[config.mk]
export PLATFORM = sky130hd
export DESIGN_NAME = fpaddsub_result_packer_flat
export DESIGN_NICKNAME = d
export VERILOG_FILES = /design/src/rtl/fpaddsub_result_packer_if.sv /design/src/rtl/fpaddsub_result_packer.sv /design/src/flat_wrapper.sv
export SDC_FILE = /design/constraint.sdc
export NUM_CORES = 1
export LEC_CHECK = 0
export ABC_AREA = 1
export CAP_MARGIN = 10
export CORE_MARGIN = 2
export CORE_UTILIZATION = 30
export CTS_CLUSTER_DIAMETER = 80
export DETAILED_ROUTE_END_ITERATION = 10
export PLACE_DENSITY = 0.56
export RECOVER_POWER = 100
export SYNTH_ARGS = -nofsm -noshare
export SYNTH_HDL_FRONTEND = slang
export SYNTH_SLANG_ARGS = --single-unit
[constraint.sdc]
create_clock -name clk -period 3.35 [get_ports clk]
set_input_delay 0.67 -clock clk [delete_from_list [all_inputs] [get_ports clk]]
set_output_delay 0.67 -clock clk [all_outputs]
set_load 0.02 [all_outputs]
[src/rtl/fpaddsub_result_packer_if.sv]
// fpaddsub_result_packer_if: beat-in / result-out handshake bundle for the FP add/sub result packer
//   master: upstream+downstream side (drives input beat and out_ready)
//   slave : the packer (drives in_ready, out_valid, Result, Flags)
interface fpaddsub_result_packer_if;
    logic        in_valid;
    logic        in_ready;
    logic        Sa;
    logic        Sb;
    logic        op;
    logic [4:0]  InputExc;
    logic        Sr;
    logic [8:0]  Er;
    logic [23:0] Mr;
    logic        G;
    logic        R;
    logic        S;
    logic        out_valid;
    logic        out_ready;
    logic [31:0] Result;
    logic [4:0]  Flags;

    modport master (
        output in_valid, Sa, Sb, op, InputExc, Sr, Er, Mr, G, R, S, out_ready,
        input  in_ready, out_valid, Result, Flags
    );

    modport slave (
        input  in_valid, Sa, Sb, op, InputExc, Sr, Er, Mr, G, R, S, out_ready,
        output in_ready, out_valid, Result, Flags
    );
endinterface

[src/rtl/fpaddsub_result_packer.sv]
// fpaddsub_result_packer: 2-stage round (stage 1) and exception-override/pack (stage 2) for FP add/sub
//   clk, rst : clock, async active-high reset
//   io       : slave side of fpaddsub_result_packer_if (valid/ready in, valid/ready out,
//              Result = IEEE-754 single, Flags = {invalid, overflow, underflow, inexact, zero})
module fpaddsub_result_packer (
    input logic                       clk,
    input logic                       rst,
    fpaddsub_result_packer_if.slave   io
);
    logic        adv;
    logic        inc;
    logic [24:0] sum;
    logic [23:0] m_rnd;
    logic [9:0]  e_rnd;
    logic        v1;
    logic        s1_sr;
    logic [9:0]  s1_e;
    logic [23:0] s1_m;
    logic        s1_inx;
    logic        s1_zero;
    logic [4:0]  s1_exc;
    logic        s1_sa;
    logic        s1_sbop;
    logic        s1_eff;
    logic        nan;
    logic        infinf;
    logic        ainf;
    logic        binf;
    logic        ovf;
    logic        unf;
    logic [31:0] res;
    logic [4:0]  flg;

    // Whole pipe moves together; an empty output slot always lets it advance
    assign adv = ~io.out_valid | io.out_ready;
    assign io.in_ready = adv;

    // Round to nearest even; a carry out of the 24-bit mantissa renormalizes to 1.0 and bumps the exponent
    assign inc   = io.G & (io.R | io.S | io.Mr[0]);
    assign sum   = {1'b0, io.Mr} + {24'd0, inc};
    assign m_rnd = sum[24] ? 24'h800000 : sum[23:0];
    assign e_rnd = {1'b0, io.Er} + {9'd0, sum[24]};

    always_ff @(posedge clk or posedge rst) begin
        if (rst) begin
            v1      <= 1'b0;
            s1_sr   <= 1'b0;
            s1_e    <= 10'd0;
            s1_m    <= 24'd0;
            s1_inx  <= 1'b0;
            s1_zero <= 1'b0;
            s1_exc  <= 5'd0;
            s1_sa   <= 1'b0;
            s1_sbop <= 1'b0;
            s1_eff  <= 1'b0;
        end else if (adv) begin
            v1      <= io.in_valid;
            s1_sr   <= io.Sr;
            s1_e    <= e_rnd;
            s1_m    <= m_rnd;
            s1_inx  <= io.G | io.R | io.S;
            s1_zero <= (io.Mr == 24'd0) & ~(io.G | io.R | io.S);
            s1_exc  <= io.InputExc;
            s1_sa   <= io.Sa;
            s1_sbop <= io.Sb ^ io.op;
            s1_eff  <= io.Sa ^ io.Sb ^ io.op;
        end
    end

    // Overrides only apply when the anyExc summary bit is set
    assign nan    = s1_exc[4] & (s1_exc[3] | s1_exc[2]);
    assign infinf = s1_exc[4] & s1_exc[1] & s1_exc[0] & s1_eff;
    assign ainf   = s1_exc[4] & s1_exc[1];
    assign binf   = s1_exc[4] & s1_exc[0];
    assign ovf    = s1_e >= 10'd255;
    assign unf    = (s1_e == 10'd0) | ~s1_m[23];

    always_comb begin
        res = (nan | infinf) ? 32'h7FC00000 :
              ainf           ? {s1_sa, 8'hFF, 23'h0} :
              binf           ? {s1_sbop, 8'hFF, 23'h0} :
              s1_zero        ? {s1_sr, 31'h0} :
              ovf            ? {s1_sr, 8'hFF, 23'h0} :
              unf            ? {s1_sr, 31'h0} :
                               {s1_sr, s1_e[7:0], s1_m[22:0]};
        flg = nan            ? 5'b00000 :
              infinf         ? 5'b10000 :
              (ainf | binf)  ? 5'b00000 :
              s1_zero        ? 5'b00001 :
              ovf            ? 5'b01010 :
              unf            ? 5'b00111 :
                               {3'b000, s1_inx, 1'b0};
    end

    always_ff @(posedge clk or posedge rst) begin
        if (rst) begin
            io.out_valid <= 1'b0;
            io.Result    <= 32'd0;
            io.Flags     <= 5'd0;
        end else if (adv) begin
            io.out_valid <= v1;
            if (v1) begin
                io.Result <= res;
                io.Flags  <= flg;
            end
        end
    end
endmodule

[src/flat_wrapper.sv]
// flat-port wrapper written by rule: the top's interface ports become plain ports
module fpaddsub_result_packer_flat 
  (clk, rst, io_in_valid, io_Sa, io_Sb, io_op, io_InputExc, io_Sr, io_Er, io_Mr, io_G, io_R, io_S, io_out_ready, io_in_ready, io_out_valid, io_Result, io_Flags);
  fpaddsub_result_packer_if io_i ();
  input logic clk;
  input logic rst;
  input wire logic [$bits(io_i.in_valid)-1:0] io_in_valid;
  input wire logic [$bits(io_i.Sa)-1:0] io_Sa;
  input wire logic [$bits(io_i.Sb)-1:0] io_Sb;
  input wire logic [$bits(io_i.op)-1:0] io_op;
  input wire logic [$bits(io_i.InputExc)-1:0] io_InputExc;
  input wire logic [$bits(io_i.Sr)-1:0] io_Sr;
  input wire logic [$bits(io_i.Er)-1:0] io_Er;
  input wire logic [$bits(io_i.Mr)-1:0] io_Mr;
  input wire logic [$bits(io_i.G)-1:0] io_G;
  input wire logic [$bits(io_i.R)-1:0] io_R;
  input wire logic [$bits(io_i.S)-1:0] io_S;
  input wire logic [$bits(io_i.out_ready)-1:0] io_out_ready;
  output wire logic [$bits(io_i.in_ready)-1:0] io_in_ready;
  output wire logic [$bits(io_i.out_valid)-1:0] io_out_valid;
  output wire logic [$bits(io_i.Result)-1:0] io_Result;
  output wire logic [$bits(io_i.Flags)-1:0] io_Flags;
  assign io_i.in_valid = io_in_valid;
  assign io_i.Sa = io_Sa;
  assign io_i.Sb = io_Sb;
  assign io_i.op = io_op;
  assign io_i.InputExc = io_InputExc;
  assign io_i.Sr = io_Sr;
  assign io_i.Er = io_Er;
  assign io_i.Mr = io_Mr;
  assign io_i.G = io_G;
  assign io_i.R = io_R;
  assign io_i.S = io_S;
  assign io_i.out_ready = io_out_ready;
  assign io_in_ready = io_i.in_ready;
  assign io_out_valid = io_i.out_valid;
  assign io_Result = io_i.Result;
  assign io_Flags = io_i.Flags;
  fpaddsub_result_packer u_core (.clk(clk), .rst(rst), .io(io_i));
endmodule
# [After elaboration in Yosys (flattened, before gate mapping)]
# Cells that the tools add are included.
[word_totals] out_inout_bits=39 reg_bits=84 in_bits=49 wordCells=54
[classes] bitwise_logic=22 reduce_logical=3 magnitude_cmp=1 muxes=13 addsub=2
[op_table] cell="$mux 32" count=3
[op_table] cell="$mux 31" count=3
[op_table] cell="$add 24x1->25" count=1
[op_table] cell="$mux 5" count=5
[op_table] cell="$logic_not 24->1" count=1
[op_table] cell="$mux 24" count=1
[op_table] cell="$add 9x1->10" count=1
[op_table] cell="$ge 10x8->1 const B" count=1
[op_table] cell="$logic_not 10->1" count=1
[op_table] cell="$or 1x1->1" count=9
[op_table] cell="$and 1x1->1" count=7
[op_table] cell="$mux 3" count=1
[op_table] cell="$not 1->1" count=3
[op_table] cell="$xor 1x1->1" count=3
[op_table] cell="$reduce_and 2->1" count=1

# [Depth between registers and ports, before layout]
[logic_depth] ltp_word=8 depth_mapped=16 mapped_depth_nobuf=16

# [Worst setup path after synthesis]
# OpenSTA, ideal clock, no wires.
[synth_path] path_type="in2reg" start="in io_Mr[0]" end="reg u_core.s1_e[8]" setup_ps=117 t_arrival_ps=2690 path_buffers=0 slack_ps=542 path_stages=16 path_cell_list="nand2_1 inv_1 ha_1 inv_1 nor2_2 nand2_2 nor3_1 and3_1 ha_1 ha_1 nand3_1 nor3_1 nand3_1 xnor2_1 nand2_1 nand2_1"
[synth_via] elab_chain_cells=4
[synth_lines] item="from (decl)" line="flat_wrapper.sv:14" source="input wire logic [$bits(io_i.Mr)-1:0] io_Mr;"
[synth_lines] item="$or 1x1->1" line="fpaddsub_result_packer.sv:39" source="assign inc = io.G & (io.R | io.S | io.Mr[0]);"
[synth_lines] item="$and 1x1->1" line="fpaddsub_result_packer.sv:39"
[synth_lines] item="$add 24x1->25 *" line="fpaddsub_result_packer.sv:40" source="assign sum = {1'b0, io.Mr} + {24'd0, inc};"
[synth_lines] item="$add 9x1->10 *" line="fpaddsub_result_packer.sv:42" source="assign e_rnd = {1'b0, io.Er} + {9'd0, sum[24]};"
[synth_lines] item="to (signal assigned)" line="fpaddsub_result_packer.sv:59" source="s1_e <= e_rnd;"
[synth_lines] item="to (decl)" line="fpaddsub_result_packer.sv:17" source="logic [9:0] s1_e;"
# Every way passes the cells marked *; elsewhere a longest branch is shown, timed or not.
# A chain may end at the register's enable or synchronous reset.

# [Final worst setup path]
[layout_path] start="in io_G" end="reg u_core.s1_e[8]"
[layout_via] elab_chain_cells=3
[layout_lines] item="from (decl)" line="flat_wrapper.sv:15" source="input wire logic [$bits(io_i.G)-1:0] io_G;"
[layout_lines] item="$and 1x1->1" line="fpaddsub_result_packer.sv:39"
[layout_lines] item="$add 24x1->25" line="fpaddsub_result_packer.sv:40"
[layout_lines] item="$add 9x1->10" line="fpaddsub_result_packer.sv:42"
# Every way passes these cells.

==> impl_metrics.toml <==
[worst_setup_path]
critPathKind = "primary input to register"
path_buf_inv = 3
cp_max_fo = 3
r2r-start = "u_core.io.out_valid"
critPathCaptureType = "register"
cpPeakStageDelay_ps = 540
cp.required_ps = 3570
worst_ep_arrival_time_ps = 3270
reg2regPathDepth = 9
worstPathCellList = "clkdlybuf4s50_1 -> nand2_1 -> inv_1 -> ha_1 -> inv_1 -> nor2_1 -> nand2_2 -> nor3_1 -> and3_1 -> ha_1 -> ha_1 -> nand3_1 -> nor3_1 -> nand3_1 -> xnor2_1 -> nand2_1 -> nand2_1"
rrSetupSlack_ps = 1130
reg2reg_to = "u_core.io.Result[28]"
cp-start-kind = "primary input"
cp_slowest_cell = "clkdlybuf4s50_1"
cp_top_family = "simple AND/OR/NAND/NOR gates"

[place]
post-dp-hpwl_um = 9038
gp_congestion = 0.9436
place_inst = 852
pre_cts_slack_ps = -11.72
portBuffers = 87

[hold_path]
min_from = "u_core.io.Result[2]"
hold_depth = 2
hold_end = "u_core.io.Result[2]"
hold_class = "register to register"

[timing]
finalWorstSetupSlack_ps = 304.7
fin_crit_ps = 3045
max_freq_mhz = 328.4
rsz0062_at_grt = "false"
finClkSkew_ps = 5.500
worst_slew_pin_slew_ps = 1653
hold_viol = 0
max-slew-margin-rel_pct = -10.81
slew_violations = 38
finalCritPeriodShare_pct = 90.91
finalSetupViolCount = 0

[logic_synthesis]
postSynthAreaPerCell_um2 = 7.509
synthCells = 584
synth_common_cells = "nand2_1 (222), dfrtp_1 (84), nor2_1 (49)"
synth.top_cells.by_area = "dfrtp_1 (48%), nand2_1 (19%), o21ai_0 (5.4%)"
netlist_area_um2 = 4385
yosysUniqueCellTypes = 34
seq_area_frac_synth_pct = 47.93
synth_edf_count = 0
synthFlopType = "dfrtp_1"
yosys.area.top_type_share_pct = 47.93
synth_nets = 636
synthMostInstantiatedCell = "nand2_1"
yosysWarnings = 0
async_flop_share_pct = 100.0
synth_area_leader_cell = "dfrtp_1"
ys_ff_latch = 84

[routing]
ant_nets = 0
drc = 0
dr_total_vias = 3984
wirelength_um = 11760
wl_per_cell_um = 13.55
drt_pre_antenna_iters = 4
vias_per_cell = 4.590
drt_iter0_drc = 249

[outcome]
status = "finished, violations left"
violations = "capacitance limit, slew limit"

[layout]
syn_to_final_growth_pct = 32.27
drive_gt1_share_pct = 7.164
antennaDiodeCount = 0
num-nets-final = 731
fin_cells = 868

[die]
initial_core_util_pct = 30.40
core_um2 = 14420
io_pins = 88
fp.dieArea_um2 = 15600
dieHeight_um = 124.9
num_rows = 44
die_w_um = 124.9

[grt]
grt_pass1_vias = 3847
gr-total-overflow = 0
track_usage_pct = 15.42
grt_pass1_wl_um = 19580
grt_max_degree = 54
antenna_found_initial = 0

[cts]
clk_latency_ps = 330
hold_buffers = 0
htree_levels = 3
post_cts_buffers = 0
cts_buffers = 9
cts.sinks = 84
cts_resized = 0
clockBufferDepth = 2
cts-root-buf = "clkbuf_16"
tritoncts = "built"
clkSlewWorstSetupHoldPaths_ps = 60

[power]
internal_power_w = 0.002127
swShare_pct = 29.65
powerDensity_nw_per_um2 = 521.1
clockPowerShare_pct = 34.7
p_sw_w = 0.0008961
ir_drop_mv = 0.2909
pwr-share-seq_pct = 41.8
total_leakage_power_nw = 2.730
p_comb_share_pct = 23.6
finalPower_w = 0.003023

[job]
maxCapViolCount = 1
-- power groups by stage --
stage / Clock [W] / Sequential [W] / Combinational (W)
final: 0.00105 / 0.00126 / 0.000712
after global routing: 0.00112 / 0.00129 / 0.000792
after CTS: 0.00108 / 0.00127 / 0.000756
after detailed placement: 0 / 0.00129 / 0.000753
after global placement: 0 / 0.00128 / 0.000745
after floorplan: 0 / 0.00136 / 0.000324
-- sequential cells by signal (all words and copies together), names as in the netlist --
signal and flops:
u_core.s1_inx 1, u_core.s1_e 10, u_core.s1_sa 1, u_core.s1_exc 5, u_core.s1_sbop 1, u_core.s1_eff 1, u_core.v1 1, u_core.io.Flags 5
u_core.s1_zero 1, u_core.s1_sr 1, u_core.io.out_valid 1, u_core.io.Result 32, u_core.s1_m 24
-- per-layer routing --
metal | wire, um | up-vias | global-route usage [%]
li1 | - | 2057 | -
met1 | 6097 | 1818 | 23.47
met2 | 4894 | 99 | 22.34
met3 | 640 | 10 | 3.050
met4 | 130 | 0 | 4.118
met5 | 0 | - | 0
-- area by class of cell --
cell class | count | area (um^2)
Clock buffer | 12 | 246.5
Clock inverter | 4 | 72.57
Inverter | 43 | 162.7
Tap cell | 184 | 230.2
Fill cell | 1500 | 8623
Timing Repair Buffer | 104 | 1001
Multi-Input combinational cell | 437 | 1986
Sequential cell | 84 | 2102
-- worst max path at each step --
stage / start / to / cells past startpoint
after floorplan: rst / u_core.io.Flags[0] / 1
after global placement: io_G / u_core.s1_e[8] / 17
after detailed placement: io_G / u_core.s1_e[8] / 17
after CTS: io_G / u_core.s1_e[8] / 17
after global routing: io_G / u_core.s1_e[8] / 17
final: io_G / u_core.s1_e[8] / 17
-- placed cells by master (no fill, tap or decap), types with 3 or more instances in the layout --
cell and n:
nor2_1 51, buf_4 13, clkbuf_16 9, or2_2 3, nor4_1 5, nand3_1 38
xnor2_1 5, nor2_2 6, nand2_1 224, nor3_1 5, dlygate4sd3_1 41, xor2_1 7
a21oi_1 10, ha_1 3, clkbuf_1 4, nand2_2 5, o21ai_0 49, inv_1 39
dfrtp_1 84, nand4_1 12, clkdlybuf4s50_1 46
-- stage by stage --
step           hold WS, ps  utilization [%]  setup TNS, ps  instance area (um^2)
2_1_floorplan        449.2                -              0                  4385
3_3_place_gp         464.4            38.20              0                  5510
3_5_place_dp         466.8            38.20         -11.72                  5510
4_1_cts              482.8            40.41              0                  5829
5_1_grt              495.3            40.22              0                  5801
6_report             476.4            40.22              0                  5801
-- tightest hold or removal path, stage by stage (launching register included) --
cell,delay (ps)
dfrtp_1,340
nand2_1,50
o21ai_0,60
-- kinds of logic (layout without fill, tap and decap cells) --
logic type	Yosys count	count (layout)	synth area share (%)
xor+xnor	12	12	2.397
compound gates	66	66	7.903
simple gates	356	356	34.55
flops	84	84	47.93
fa+ha+maj	3	3	0.8560
buf+inv	63	163	6.362
Power figures use the tool's default switching activity.
